$ cat src/rtl/uart_pkg.sv
// Shared types and constants for the FIFO-buffered UART core.
package uart_pkg;

  localparam int unsigned OVERSAMPLE    = 16;
  localparam int unsigned MAX_DATA_BITS = 9;

  typedef enum logic [1:0] {
    PAR_NONE = 2'd0,
    PAR_EVEN = 2'd1,
    PAR_ODD  = 2'd2
  } parity_e;

  typedef enum logic [2:0] {
    TX_IDLE,
    TX_START,
    TX_DATA,
    TX_PARITY,
    TX_STOP
  } tx_state_e;

  typedef enum logic [2:0] {
    RX_IDLE,
    RX_START,
    RX_DATA,
    RX_PARITY,
    RX_STOP,
    RX_BREAK
  } rx_state_e;

  // Parity bit for a zero-extended payload (extra zeros do not change the XOR).
  function automatic logic par_bit(input logic [MAX_DATA_BITS-1:0] d, input parity_e mode);
    return (mode == PAR_ODD) ? ~(^d) : (^d);
  endfunction

endpackage

$ cat src/rtl/uart_sync_fifo.sv
// Synchronous FIFO with registered first-word-fall-through head, level and flags.
module uart_sync_fifo
  import uart_pkg::*;
#(
  parameter int unsigned WIDTH = 8,
  parameter int unsigned DEPTH = 16
) (
  input  logic                     clk,
  input  logic                     rst_n,
  input  logic                     push,
  input  logic [WIDTH-1:0]         wr_data,
  input  logic                     pop,
  output logic [WIDTH-1:0]         rd_data,
  output logic                     full,
  output logic                     empty,
  output logic [$clog2(DEPTH):0]   level
);

  localparam int unsigned AW    = $clog2(DEPTH);
  localparam int unsigned LVL_W = AW + 1;

  logic [WIDTH-1:0] mem [DEPTH];
  logic [AW-1:0]    wr_ptr;
  logic [AW-1:0]    rd_ptr;
  logic [AW-1:0]    rd_ptr_nxt;
  logic             push_ok;
  logic             pop_ok;
  logic [LVL_W-1:0] level_nxt;

  // Push is ignored when full, pop is ignored when empty.
  assign push_ok    = push & ~full;
  assign pop_ok     = pop & ~empty;
  assign rd_ptr_nxt = rd_ptr + AW'(1);
  assign level_nxt  = level + LVL_W'(push_ok) - LVL_W'(pop_ok);

  // Storage array; contents need no reset, validity is tracked by level.
  always_ff @(posedge clk) begin
    if (push_ok) mem[wr_ptr] <= wr_data;
  end

  // Pointers, occupancy, flags and the registered head word.
  always_ff @(posedge clk or negedge rst_n) begin
    if (!rst_n) begin
      wr_ptr  <= '0;
      rd_ptr  <= '0;
      level   <= '0;
      full    <= 1'b0;
      empty   <= 1'b1;
      rd_data <= '0;
    end else begin
      if (push_ok) wr_ptr <= wr_ptr + AW'(1);
      if (pop_ok)  rd_ptr <= rd_ptr_nxt;
      level <= level_nxt;
      full  <= (level_nxt == LVL_W'(DEPTH));
      empty <= (level_nxt == '0);
      if (pop_ok && level == LVL_W'(1)) begin
        if (push_ok) rd_data <= wr_data;
      end else if (pop_ok) begin
        rd_data <= mem[rd_ptr_nxt];
      end else if (empty && push_ok) begin
        rd_data <= wr_data;
      end
    end
  end

endmodule

$ cat src/rtl/uart_fifo_core.sv
// Full-duplex UART with TX/RX FIFOs, x16 baud generator and selectable parity.
// Build option: UART_LOOPBACK_EN routes the TX shifter into the receiver and
// holds the TxD pin high; without it RX listens to RxD and TxD carries the shifter.
module uart_fifo_core
  import uart_pkg::*;
#(
  parameter int unsigned CLK_HZ     = 50_000_000,
  parameter int unsigned BAUD       = 115_200,
  parameter int unsigned DATA_BITS  = 8,
  parameter int unsigned FIFO_DEPTH = 16,
  parameter int unsigned PARITY     = 0,
  parameter int unsigned STOP_BITS  = 1
) (
  input  logic                          clk,
  input  logic                          n_RST,
  input  logic [DATA_BITS-1:0]          tx_data,
  input  logic                          tx_valid,
  output logic                          tx_ready,
  output logic [DATA_BITS-1:0]          rx_data,
  output logic                          rx_valid,
  input  logic                          rx_ready,
  output logic [$clog2(FIFO_DEPTH):0]   tx_level,
  output logic [$clog2(FIFO_DEPTH):0]   rx_level,
  input  logic                          clr_err,
  output logic                          PE_Fg,
  output logic                          FE_Fg,
  output logic                          OE_Fg,
  output logic                          tx_busy,
  input  logic                          RxD,
  output logic                          TxD
);

  localparam int unsigned DIV        = CLK_HZ / (BAUD * OVERSAMPLE);
  localparam int unsigned DIV_W      = (DIV > 1) ? $clog2(DIV) : 1;
  localparam int unsigned TCNT_W     = 5;
  localparam int unsigned BIT_W      = 4;
  localparam int unsigned STOP_TICKS = OVERSAMPLE * STOP_BITS;
  localparam parity_e     PAR_MODE   = parity_e'(2'(PARITY));
  localparam bit          PAR_EN     = (PAR_MODE != PAR_NONE);

  // ---------------------------------------------------------------- baud tick
  logic [DIV_W-1:0] div_cnt;
  logic             tick;

  // Free-running divider; tick is a one-clock pulse at each wrap.
  always_ff @(posedge clk or negedge n_RST) begin
    if (!n_RST) begin
      div_cnt <= '0;
      tick    <= 1'b0;
    end else if (div_cnt == DIV_W'(DIV - 1)) begin
      div_cnt <= '0;
      tick    <= 1'b1;
    end else begin
      div_cnt <= div_cnt + DIV_W'(1);
      tick    <= 1'b0;
    end
  end

  // ---------------------------------------------------------------- TX path
  logic [DATA_BITS-1:0] tx_head;
  logic                 tx_full;
  logic                 tx_empty;
  logic                 tx_pop_c;
  tx_state_e            tx_state;
  logic [TCNT_W-1:0]    tx_cnt;
  logic [BIT_W-1:0]     tx_idx;
  logic [DATA_BITS-1:0] tx_shift;
  logic                 tx_par;
  logic                 tx_line;

  uart_sync_fifo #(.WIDTH(DATA_BITS), .DEPTH(FIFO_DEPTH)) u_tx_fifo (
    .clk     (clk),
    .rst_n   (n_RST),
    .push    (tx_valid),
    .wr_data (tx_data),
    .pop     (tx_pop_c),
    .rd_data (tx_head),
    .full    (tx_full),
    .empty   (tx_empty),
    .level   (tx_level)
  );

  assign tx_ready = ~tx_full;

  // Shifter takes a byte from IDLE, or straight from the end of STOP for back-to-back frames.
  assign tx_pop_c = tick && !tx_empty &&
                    ((tx_state == TX_IDLE) ||
                     ((tx_state == TX_STOP) && (tx_cnt == TCNT_W'(STOP_TICKS - 1))));

  // TX frame sequencer; every state lasts 16 ticks, STOP lasts 16 per stop bit.
  always_ff @(posedge clk or negedge n_RST) begin
    if (!n_RST) begin
      tx_state <= TX_IDLE;
      tx_cnt   <= '0;
      tx_idx   <= '0;
      tx_shift <= '0;
      tx_par   <= 1'b0;
      tx_line  <= 1'b1;
      tx_busy  <= 1'b0;
    end else if (tick) begin
      case (tx_state)
        TX_IDLE: begin
          if (!tx_empty) begin
            tx_shift <= tx_head;
            tx_par   <= par_bit(MAX_DATA_BITS'(tx_head), PAR_MODE);
            tx_line  <= 1'b0;
            tx_cnt   <= '0;
            tx_state <= TX_START;
            tx_busy  <= 1'b1;
          end
        end
        TX_START: begin
          if (tx_cnt == TCNT_W'(OVERSAMPLE - 1)) begin
            tx_cnt   <= '0;
            tx_idx   <= '0;
            tx_line  <= tx_shift[0];
            tx_state <= TX_DATA;
          end else begin
            tx_cnt <= tx_cnt + TCNT_W'(1);
          end
        end
        TX_DATA: begin
          if (tx_cnt == TCNT_W'(OVERSAMPLE - 1)) begin
            tx_cnt <= '0;
            if (tx_idx == BIT_W'(DATA_BITS - 1)) begin
              if (PAR_EN) begin
                tx_line  <= tx_par;
                tx_state <= TX_PARITY;
              end else begin
                tx_line  <= 1'b1;
                tx_state <= TX_STOP;
              end
            end else begin
              tx_idx   <= tx_idx + BIT_W'(1);
              tx_shift <= tx_shift >> 1;
              tx_line  <= tx_shift[1];
            end
          end else begin
            tx_cnt <= tx_cnt + TCNT_W'(1);
          end
        end
        TX_PARITY: begin
          if (tx_cnt == TCNT_W'(OVERSAMPLE - 1)) begin
            tx_cnt   <= '0;
            tx_line  <= 1'b1;
            tx_state <= TX_STOP;
          end else begin
            tx_cnt <= tx_cnt + TCNT_W'(1);
          end
        end
        TX_STOP: begin
          if (tx_cnt == TCNT_W'(STOP_TICKS - 1)) begin
            tx_cnt <= '0;
            if (!tx_empty) begin
              tx_shift <= tx_head;
              tx_par   <= par_bit(MAX_DATA_BITS'(tx_head), PAR_MODE);
              tx_line  <= 1'b0;
              tx_state <= TX_START;
            end else begin
              tx_state <= TX_IDLE;
              tx_busy  <= 1'b0;
            end
          end else begin
            tx_cnt <= tx_cnt + TCNT_W'(1);
          end
        end
        default: begin
          tx_state <= TX_IDLE;
          tx_line  <= 1'b1;
          tx_busy  <= 1'b0;
        end
      endcase
    end
  end

  // ---------------------------------------------------------------- pin mux
  logic rx_in;

`ifdef UART_LOOPBACK_EN
  assign TxD   = 1'b1;
  assign rx_in = tx_line;
`else
  assign TxD   = tx_line;
  assign rx_in = RxD;
`endif

  // ---------------------------------------------------------------- RX path
  logic                 rx_s1;
  logic                 rx_s2;
  logic                 rx_prev;
  rx_state_e            rx_state;
  logic [3:0]           rx_cnt;
  logic [BIT_W-1:0]     rx_idx;
  logic [DATA_BITS-1:0] rx_shift;
  logic                 frame_pe;
  logic                 frame_fe;
  logic                 rx_push;
  logic                 rx_full;
  logic                 rx_empty;

  // Two-flop synchroniser plus one delayed copy for falling-edge detection.
  always_ff @(posedge clk or negedge n_RST) begin
    if (!n_RST) begin
      rx_s1   <= 1'b1;
      rx_s2   <= 1'b1;
      rx_prev <= 1'b1;
    end else begin
      rx_s1   <= rx_in;
      rx_s2   <= rx_s1;
      rx_prev <= rx_s2;
    end
  end

  // RX frame sequencer: start validated at tick 8, then one sample per bit centre.
  always_ff @(posedge clk or negedge n_RST) begin
    if (!n_RST) begin
      rx_state <= RX_IDLE;
      rx_cnt   <= '0;
      rx_idx   <= '0;
      rx_shift <= '0;
      frame_pe <= 1'b0;
      frame_fe <= 1'b0;
      rx_push  <= 1'b0;
    end else begin
      rx_push <= 1'b0;
      case (rx_state)
        RX_IDLE: begin
          if (rx_prev && !rx_s2) begin
            rx_cnt   <= '0;
            rx_state <= RX_START;
          end
        end
        RX_START: begin
          if (tick) begin
            if (rx_cnt == 4'(OVERSAMPLE / 2 - 1)) begin
              rx_cnt   <= '0;
              rx_idx   <= '0;
              frame_pe <= 1'b0;
              rx_state <= rx_s2 ? RX_IDLE : RX_DATA;
            end else begin
              rx_cnt <= rx_cnt + 4'(1);
            end
          end
        end
        RX_DATA: begin
          if (tick) begin
            if (rx_cnt == 4'(OVERSAMPLE - 1)) begin
              rx_cnt   <= '0;
              rx_shift <= {rx_s2, rx_shift[DATA_BITS-1:1]};
              if (rx_idx == BIT_W'(DATA_BITS - 1)) begin
                rx_state <= PAR_EN ? RX_PARITY : RX_STOP;
              end else begin
                rx_idx <= rx_idx + BIT_W'(1);
              end
            end else begin
              rx_cnt <= rx_cnt + 4'(1);
            end
          end
        end
        RX_PARITY: begin
          if (tick) begin
            if (rx_cnt == 4'(OVERSAMPLE - 1)) begin
              rx_cnt   <= '0;
              frame_pe <= (rx_s2 != par_bit(MAX_DATA_BITS'(rx_shift), PAR_MODE));
              rx_state <= RX_STOP;
            end else begin
              rx_cnt <= rx_cnt + 4'(1);
            end
          end
        end
        RX_STOP: begin
          if (tick) begin
            if (rx_cnt == 4'(OVERSAMPLE - 1)) begin
              rx_cnt   <= '0;
              frame_fe <= ~rx_s2;
              rx_push  <= 1'b1;
              rx_state <= rx_s2 ? RX_IDLE : RX_BREAK;
            end else begin
              rx_cnt <= rx_cnt + 4'(1);
            end
          end
        end
        RX_BREAK: begin
          if (rx_s2) rx_state <= RX_IDLE;
        end
        default: rx_state <= RX_IDLE;
      endcase
    end
  end

  uart_sync_fifo #(.WIDTH(DATA_BITS), .DEPTH(FIFO_DEPTH)) u_rx_fifo (
    .clk     (clk),
    .rst_n   (n_RST),
    .push    (rx_push),
    .wr_data (rx_shift),
    .pop     (rx_ready),
    .rd_data (rx_data),
    .full    (rx_full),
    .empty   (rx_empty),
    .level   (rx_level)
  );

  assign rx_valid = ~rx_empty;

  // Sticky error flags; a new error in the clearing cycle keeps the flag set.
  always_ff @(posedge clk or negedge n_RST) begin
    if (!n_RST) begin
      PE_Fg <= 1'b0;
      FE_Fg <= 1'b0;
      OE_Fg <= 1'b0;
    end else begin
      PE_Fg <= (rx_push & frame_pe) | (PE_Fg & ~clr_err);
      FE_Fg <= (rx_push & frame_fe) | (FE_Fg & ~clr_err);
      OE_Fg <= (rx_push & rx_full)  | (OE_Fg & ~clr_err);
    end
  end

endmodule

$ cat config.mk
export PLATFORM = sky130hd
export DESIGN_NAME = uart_fifo_core
export DESIGN_NICKNAME = d
export VERILOG_FILES = /design/src/rtl/uart_pkg.sv /design/src/rtl/uart_sync_fifo.sv /design/src/rtl/uart_fifo_core.sv
export SDC_FILE = /design/constraint.sdc
export NUM_CORES = 1
export LEC_CHECK = 0
export CAP_MARGIN = 20
export CORE_UTILIZATION = 60
export DETAILED_ROUTE_END_ITERATION = 10
export GPL_TIMING_DRIVEN = 0
export PLACE_DENSITY = 0.8
export SLEW_MARGIN = 40
export SYNTH_ARGS = -nofsm -noshare
export SYNTH_HDL_FRONTEND = slang
export SYNTH_HIERARCHICAL = 1
export SYNTH_SLANG_ARGS = --single-unit
$ cat constraint.sdc
create_clock -name clk -period 3.9 [get_ports clk]
set_input_delay 0.39 -clock clk [delete_from_list [all_inputs] [get_ports clk]]
set_output_delay 0.39 -clock clk [all_outputs]
set_load 0.05 [all_outputs]
==> flow_summary.toml, run 1 <==
[cells_and_area]
finalNonFillerCells = 1411
drive_gt1_share_pct = 16.6
final_nets = 1094
diodes = 0
area_delta_synth_final_pct = 13.6
fin_area_um2 = 17500

[power]
p_leak_nw = 6.13
ir_worst_vdd_v = 0.000506
p_per_area_nw_per_um2 = 644

[worst_setup_path]
crit_slowest_cell = "fa_1"
crit_chain = "ha_1, nand4b_1, a21oi_1, and2_1, nor2b_2, nand2_1, nand2_1, ha_1, inv_1, fa_1, inv_1, or3_1, nor4bb_1"
critical_path.max_stage_delay_ns = 0.50
crit_type = "reg -> reg"
cp.required_ns = 4.30
r2r_cells = 13
rr_startpoint = "tx_cnt[0]$_DFFE_PN0P_"
rr_endpoint = "u_tx_fifo/full$_DFF_PN0_"
r2r_slack_ns = 0.32
cp_max_fo = 7
cp-start-kind = "flop"
crit_arrival_ns = 3.98
endpoint_kind = "flop"

[clock_network]
clockBufferDepth = 3
cts_sinks = 358
cts_made_buffers = 37
cts-root-buf = "clkbuf_16"
post_cts_buffers = 0
clkTransAtPathRegs_ns = 0.06
cts_tree = "built"
htree_levels = 2
clock_latency_ns = 0.52

[place]
hpwlAfterDp_mm = 20.5
io_buffers = 38
placed_area_um2 = 16200
dp.cells = 1342
gp_congestion = 0.896

[floorplan]
fp.dieW_um = 162
start_util_pct = 61.2
dieArea_um2 = 26300
core_area_um2 = 25200
fp.dieH_um = 162
io_pins = 39
rows = 58

[synth]
post-synth-top-count-cell = "edfxtp_1"
yosys_warnings = 6
syn_area_um2 = 15400
synthFlopType = "edfxtp_1"
synth_common_cells = "256 x edfxtp_1, 96 x dfrtp_1, 67 x o21ai_0"
yosysUniqueCellTypes = 75
ys_seq_area_share_pct = 66.4
yosysTopAreaCell = "edfxtp_1"
synth_top_area_share_pct = 49.8
synth.avg_cell_area_um2 = 15.9
synth.area.top_cells = "edfxtp_1 50%, dfrtp_1 16%, mux4_2 8.2%"
synth_edf_count = 256
synth_fp_nets = 1015
ys_async_sr_fraction_pct = 28.5
ys_ff_latch = 358
netlist_instances = 973

[global_route]
grt_util_met3_pct = 5.21
grt_pass1_wl_mm = 50.8
overflow = 0
track_usage_pct = 25.7
grtUsageMet2_pct = 40.2
grt.busiest_layer = "met2"
antenna_found_initial = 0
grtUsageMet1_pct = 35.9
grt_pass1_vias = 9054
grt_max_degree = 64

[routing]
route.detailed.drc = 0
final_antenna_net_count = 0
vias = 9033
wire_per_inst_um = 23.0
firstDrtPassIters = 5
postRouteWirelength_mm = 32.4
post_drt_via_cell_ratio = 6.40
drtIter0Drc = 988

[timing]
post-route-min-period_ns = 3.58
rsz0062_at_grt = "no"
timing.final.max_slew_violations = 0
max_slew.worst_pin.slew_ns = 0.850
max-slew-margin-rel_pct = 43.1
finalSetupViolations = 0
finalClockSkew_ns = 0.0213
fmaxAchievable_ghz = 0.279
finalCritPeriodShare_pct = 91.8
hold_violations = 0

[min_path]
hp-class = "in -> reg"
hold_end = "rx_s1$_DFF_PN1_"
whs_path_depth = 1
hold_path_startpoint = "RxD"

[status]
status = "finished clean"

[flow_run]
maxCapViolCount = 0
## timing repair
action	4_1_cts	5_1_grt
endpoints found under the setup margin	0	2
resized for setup	0	1
hold buffers	1	0
endpoints found under the hold margin	35	0
## placed cells by master, fill, tap and decap left out, types with 7 or more instances in the layout
master / count
a211oi_1: 19
a21oi_1: 12
a22o_1: 7
a22oi_1: 17
a41oi_1: 16
and2_1: 37
and3_1: 19
buf_2: 17
clkbuf_1: 21
clkbuf_16: 39
clkdlybuf4s50_1: 37
dfrtp_1: 96
edfxtp_1: 256
ha_1: 26
inv_1: 32
mux2_2: 9
mux2i_1: 9
mux4_1: 8
mux4_2: 56
nand2_1: 53
nand2b_1: 10
nand3_1: 9
nor2_1: 22
nor3_1: 10
nor3b_1: 9
o21ai_0: 67
xnor2_1: 26
## metal layers
metal / up-vias / wire length [um]
met5: - / 0
met4: 0 / 1070
met3: 86 / 2510
met2: 438 / 15600
met1: 4570 / 13200
li1: 3939 / -
## power by group
group / switching, mW / total [mW] / internal [mW]
Clock: 1.41 / 3.57 / 2.16
Combinational: 1.75 / 2.93 / 1.18
Sequential: 0.291 / 4.77 / 4.48
## registers in the layout, summed over array words and instances (netlist names), 3 cells and up
register and flops:
u_tx_fifo/rd_data 8, u_rx_fifo/wr_ptr 4, tx_cnt 5, tx_state 3, tx_idx 4, u_rx_fifo/level 5, u_tx_fifo/rd_ptr 4, rx_shift 8
rx_cnt 4, div_cnt 5, u_tx_fifo/wr_ptr 4, rx_idx 4, u_rx_fifo/mem 128, u_tx_fifo/level 5, rx_state 3, u_tx_fifo/mem 128
u_rx_fifo/rd_data 8, tx_shift 8, u_rx_fifo/rd_ptr 4
## worst max path at each step
stage	start	endpoint	slack (ns)	depth (start not counted)
after detailed placement	tx_cnt[0]$_DFFE_PN0P_	u_tx_fifo/full$_DFF_PN0_	0.26	13
after floorplan	tx_cnt[0]$_DFFE_PN0P_	u_tx_fifo/full$_DFF_PN0_	0.79	13
after global routing	tx_cnt[0]$_DFFE_PN0P_	u_tx_fifo/empty$_DFF_PN1_	0.05	13
after CTS	tx_cnt[0]$_DFFE_PN0P_	u_tx_fifo/full$_DFF_PN0_	0.22	13
final	tx_cnt[0]$_DFFE_PN0P_	u_tx_fifo/full$_DFF_PN0_	0.32	13
after global placement	n_RST	tick$_DFF_PN0_	-1.78	1
## cells by family (layout without fill, tap and decap cells)
family,Yosys count,in the layout,synth area share [%]
AOI/OAI and AO/OA,182,182,7.93
xor gates and xnor gates,32,32,1.82
adders and majority gates,29,29,2.43
buffers and inverters,73,181,2.45
DFF,358,358,66.4
muxes,83,83,10.9
and+or+nand+nor,216,216,8.04
## layout make-up
| cell class | count | area, um^2 |
|---|---|---|
| multi-input cells | 542 | 4810 |
| plain buffers | 41 | 258 |
| clock buffers | 52 | 1050 |
| repair buffers | 40 | 423 |
| clock inverters | 16 | 189 |
| flip-flops and latches | 358 | 10200 |
| well taps | 330 | 413 |
| fillers | 1579 | 7670 |
| inverters | 32 | 120 |
## metrics by stage
step           setup WS (ns)  total power [mW]  hold slack [ns]  util, %  setup TNS [ns]
2_1_floorplan          0.788              6.85           0.0944        -               0
3_3_place_gp           -1.78              7.62            0.349     64.4         -172.01
3_5_place_dp           0.257              7.73            0.307     64.5               0
4_1_cts                0.224              11.3            0.275     69.5               0
5_1_grt               0.0459              11.7            0.293     69.6               0
6_report               0.321              11.3            0.294     69.6               0
## critical path: cells and delay by family (launching register included)
family | cells | cell delay [ns]
AOI/OAI and AO/OA | 1 | 0.26
adders and majority gates | 3 | 0.98
buffers and inverters | 2 | 0.12
DFF | 1 | 0.43
and+or+nand+nor | 7 | 1.68
Note: power is estimated with default switching activity, not from simulation.
==> run 2: changes to the inputs <==
Settings changed: CTS_BUF_LIST set to sky130_fd_sc_hd__clkbuf_16, REMOVE_ABC_BUFFERS set to 1.
==> run 2 against run 1 <==
  * Setup slack got worse by 0.034 ns
  * Global-route usage shrank 1.2 points
  * Critical path type unchanged
  * Largest cell class unchanged
  * Worst hold slack lost 0.012 ns
  * Critical endpoint unchanged
  * Clock-buffer cell count down 15
==> flow_summary.toml, run 2 (same netlist as run 1, synthesis figures left out) <==
[status]
status = "finished clean"

[cells_and_area]
area_delta_synth_final_pct = 11.8
fin_area_um2 = 17200
final_cell_mix = "256 x edfxtp_1, 93 x dfrtp_1, 67 x o21ai_0"
fill_cells = 1625
top_regs = "u_rx_fifo/mem: 128 flops, u_tx_fifo/mem: 128 flops"
diodes = 0
drive_gt1_share_pct = 14.7
finalNonFillerCells = 1373
final_nets = 1057
mostFrequentLayoutCell = "edfxtp_1"

[floorplan]
start_util_pct = 61.2
dieArea_um2 = 26300
rows = 58
io_pins = 39
core_area_um2 = 25200
fp.dieH_um = 162
fp.dieW_um = 162

[timing]
post-route-min-period_ns = 3.61
hold_violations = 0
max-slew-margin-rel_pct = 42.9
finalClockSkew_ns = 0.0205
finalSetupViolations = 0
max_slew.worst_pin.slew_ns = 0.857
rsz0062_at_grt = "no"
timing.final.max_slew_violations = 0
finalCritPeriodShare_pct = 92.6
fmaxAchievable_ghz = 0.277
tns_ns = 0

[place]
hpwlAfterDp_mm = 18.6
placed_area_um2 = 16100
gp_congestion = 0.789
dp.cells = 1303
io_buffers = 38

[global_route]
grt_pass1_wl_mm = 48.8
overflow = 0
antenna_found_initial = 0
grt_pass1_vias = 8655
track_usage_pct = 24.5
grt_max_degree = 67

[routing]
final_antenna_net_count = 0
postRouteWirelength_mm = 30.7
vias = 8695
post_drt_via_cell_ratio = 6.33
wire_per_inst_um = 22.3
drtIter0Drc = 888
route.detailed.drc = 0
firstDrtPassIters = 6

[worst_setup_path]
cp.required_ns = 4.29
crit_arrival_ns = 4.00
crit_slowest_cell = "fa_1"
cp-start-kind = "flop"
endpoint_kind = "flop"
crit_type = "reg -> reg"
cp_max_fo = 11
crit_chain = "or2_2, nor2_1, and2_1, nor2b_1, nand2_1, nand2_1, ha_1, inv_1, fa_1, inv_1, or3_1, nor4bb_1"
critical_path.max_stage_delay_ns = 0.50

[power]
ir_worst_vdd_v = 0.000661
p_per_area_nw_per_um2 = 633
p_leak_nw = 5.98

[clock_network]
clock_latency_ns = 0.53
cts-root-buf = "clkbuf_16"
cts_sinks = 358
cts_tree = "built"
clockBufferDepth = 3
htree_levels = 2
clkTransAtPathRegs_ns = 0.06
cts_made_buffers = 37

[flow_run]
maxCapViolCount = 0

[min_path]
hp-class = "in -> reg"
[run 2: area by class of cell]
| cell class | count | area, um^2 | share of cell area (%) |
|---|---|---|---|
| Clock buffer | 37 | 926 | 5.37 |
| Timing Repair Buffer | 44 | 470 | 2.73 |
| Inverter | 32 | 120 | 0.697 |
| Sequential cell | 358 | 10300 | 59.5 |
| Multi-Input combinational cell | 542 | 4850 | 28.1 |
| Tap cell | 330 | 413 | 2.40 |
| Clock inverter | 30 | 199 | 1.15 |
[run 2: final timing paths]
path | start | to | slack, ns | cells after the start
setup / recovery | tx_state[1]$_DFFE_PN0P_ | u_tx_fifo/full$_DFF_PN0_ | 0.29 | 12
hold reg to reg | rx_s1$_DFF_PN1_ | rx_s2$_DFF_PN1_ | 0.35 | 0
setup reg to reg | tx_state[1]$_DFFE_PN0P_ | u_tx_fifo/full$_DFF_PN0_ | 0.29 | 12
hold / removal | RxD | rx_s1$_DFF_PN1_ | 0.28 | 1
min in group asynchronous | n_RST | u_tx_fifo/wr_ptr[0]$_DFFE_PN0P_ | 0.40 | 2
max in group asynchronous | n_RST | rx_s2$_DFF_PN1_ | 2.79 | 3
[run 2: where the power goes]
group          switching (mW)  internal (mW)  total, mW
clock network            1.40           1.87       3.27
logic                    1.66           1.14       2.79
registers               0.359           4.48       4.84
total                    3.41           7.49       10.9
[run 2: per-layer routing]
layer	vias up	wire, um	GRT usage [%]
met4	0	1200	10.8
met3	73	1850	4.21
met1	4392	12500	33.6
li1	3887	-	-
met2	343	15100	38.9
met5	-	0	0
[run 2: critical path, delay by kind of cell, from the launching register on]
family | cells | cell delay (ns)
adders and majority gates | 2 | 0.66
and+or+nand+nor | 8 | 2.25
buffers and inverters | 2 | 0.11
DFF | 1 | 0.46
[run 2: metrics by stage]
stage / hold slack [ns] / power [mW] / setup slack, ns / util [%]
after floorplan: 0.0944 / 6.74 / 0.601 / -
after global placement: 0.347 / 7.47 / -1.76 / 63.4
after detailed placement: 0.347 / 7.62 / 0.213 / 63.7
after global routing: 0.267 / 11.4 / 0.0105 / 68.4
after CTS: 0.267 / 10.9 / 0.160 / 68.3
final: 0.282 / 10.9 / 0.287 / 68.4
[run 2: timing repair]
item | CTS | global route
resized for setup | 0 | 1
hold endpoints to repair | 63 | 0
setup buffers | 0 | 2
hold buffers | 1 | 0
endpoints found under the setup margin | 0 | 2
==> run 3: changes to the inputs <==
Settings changed: GPL_ROUTABILITY_DRIVEN set to 0.
==> results of run 3 <==
No change in the layout: final DEF, timing and power equal those of run 2.
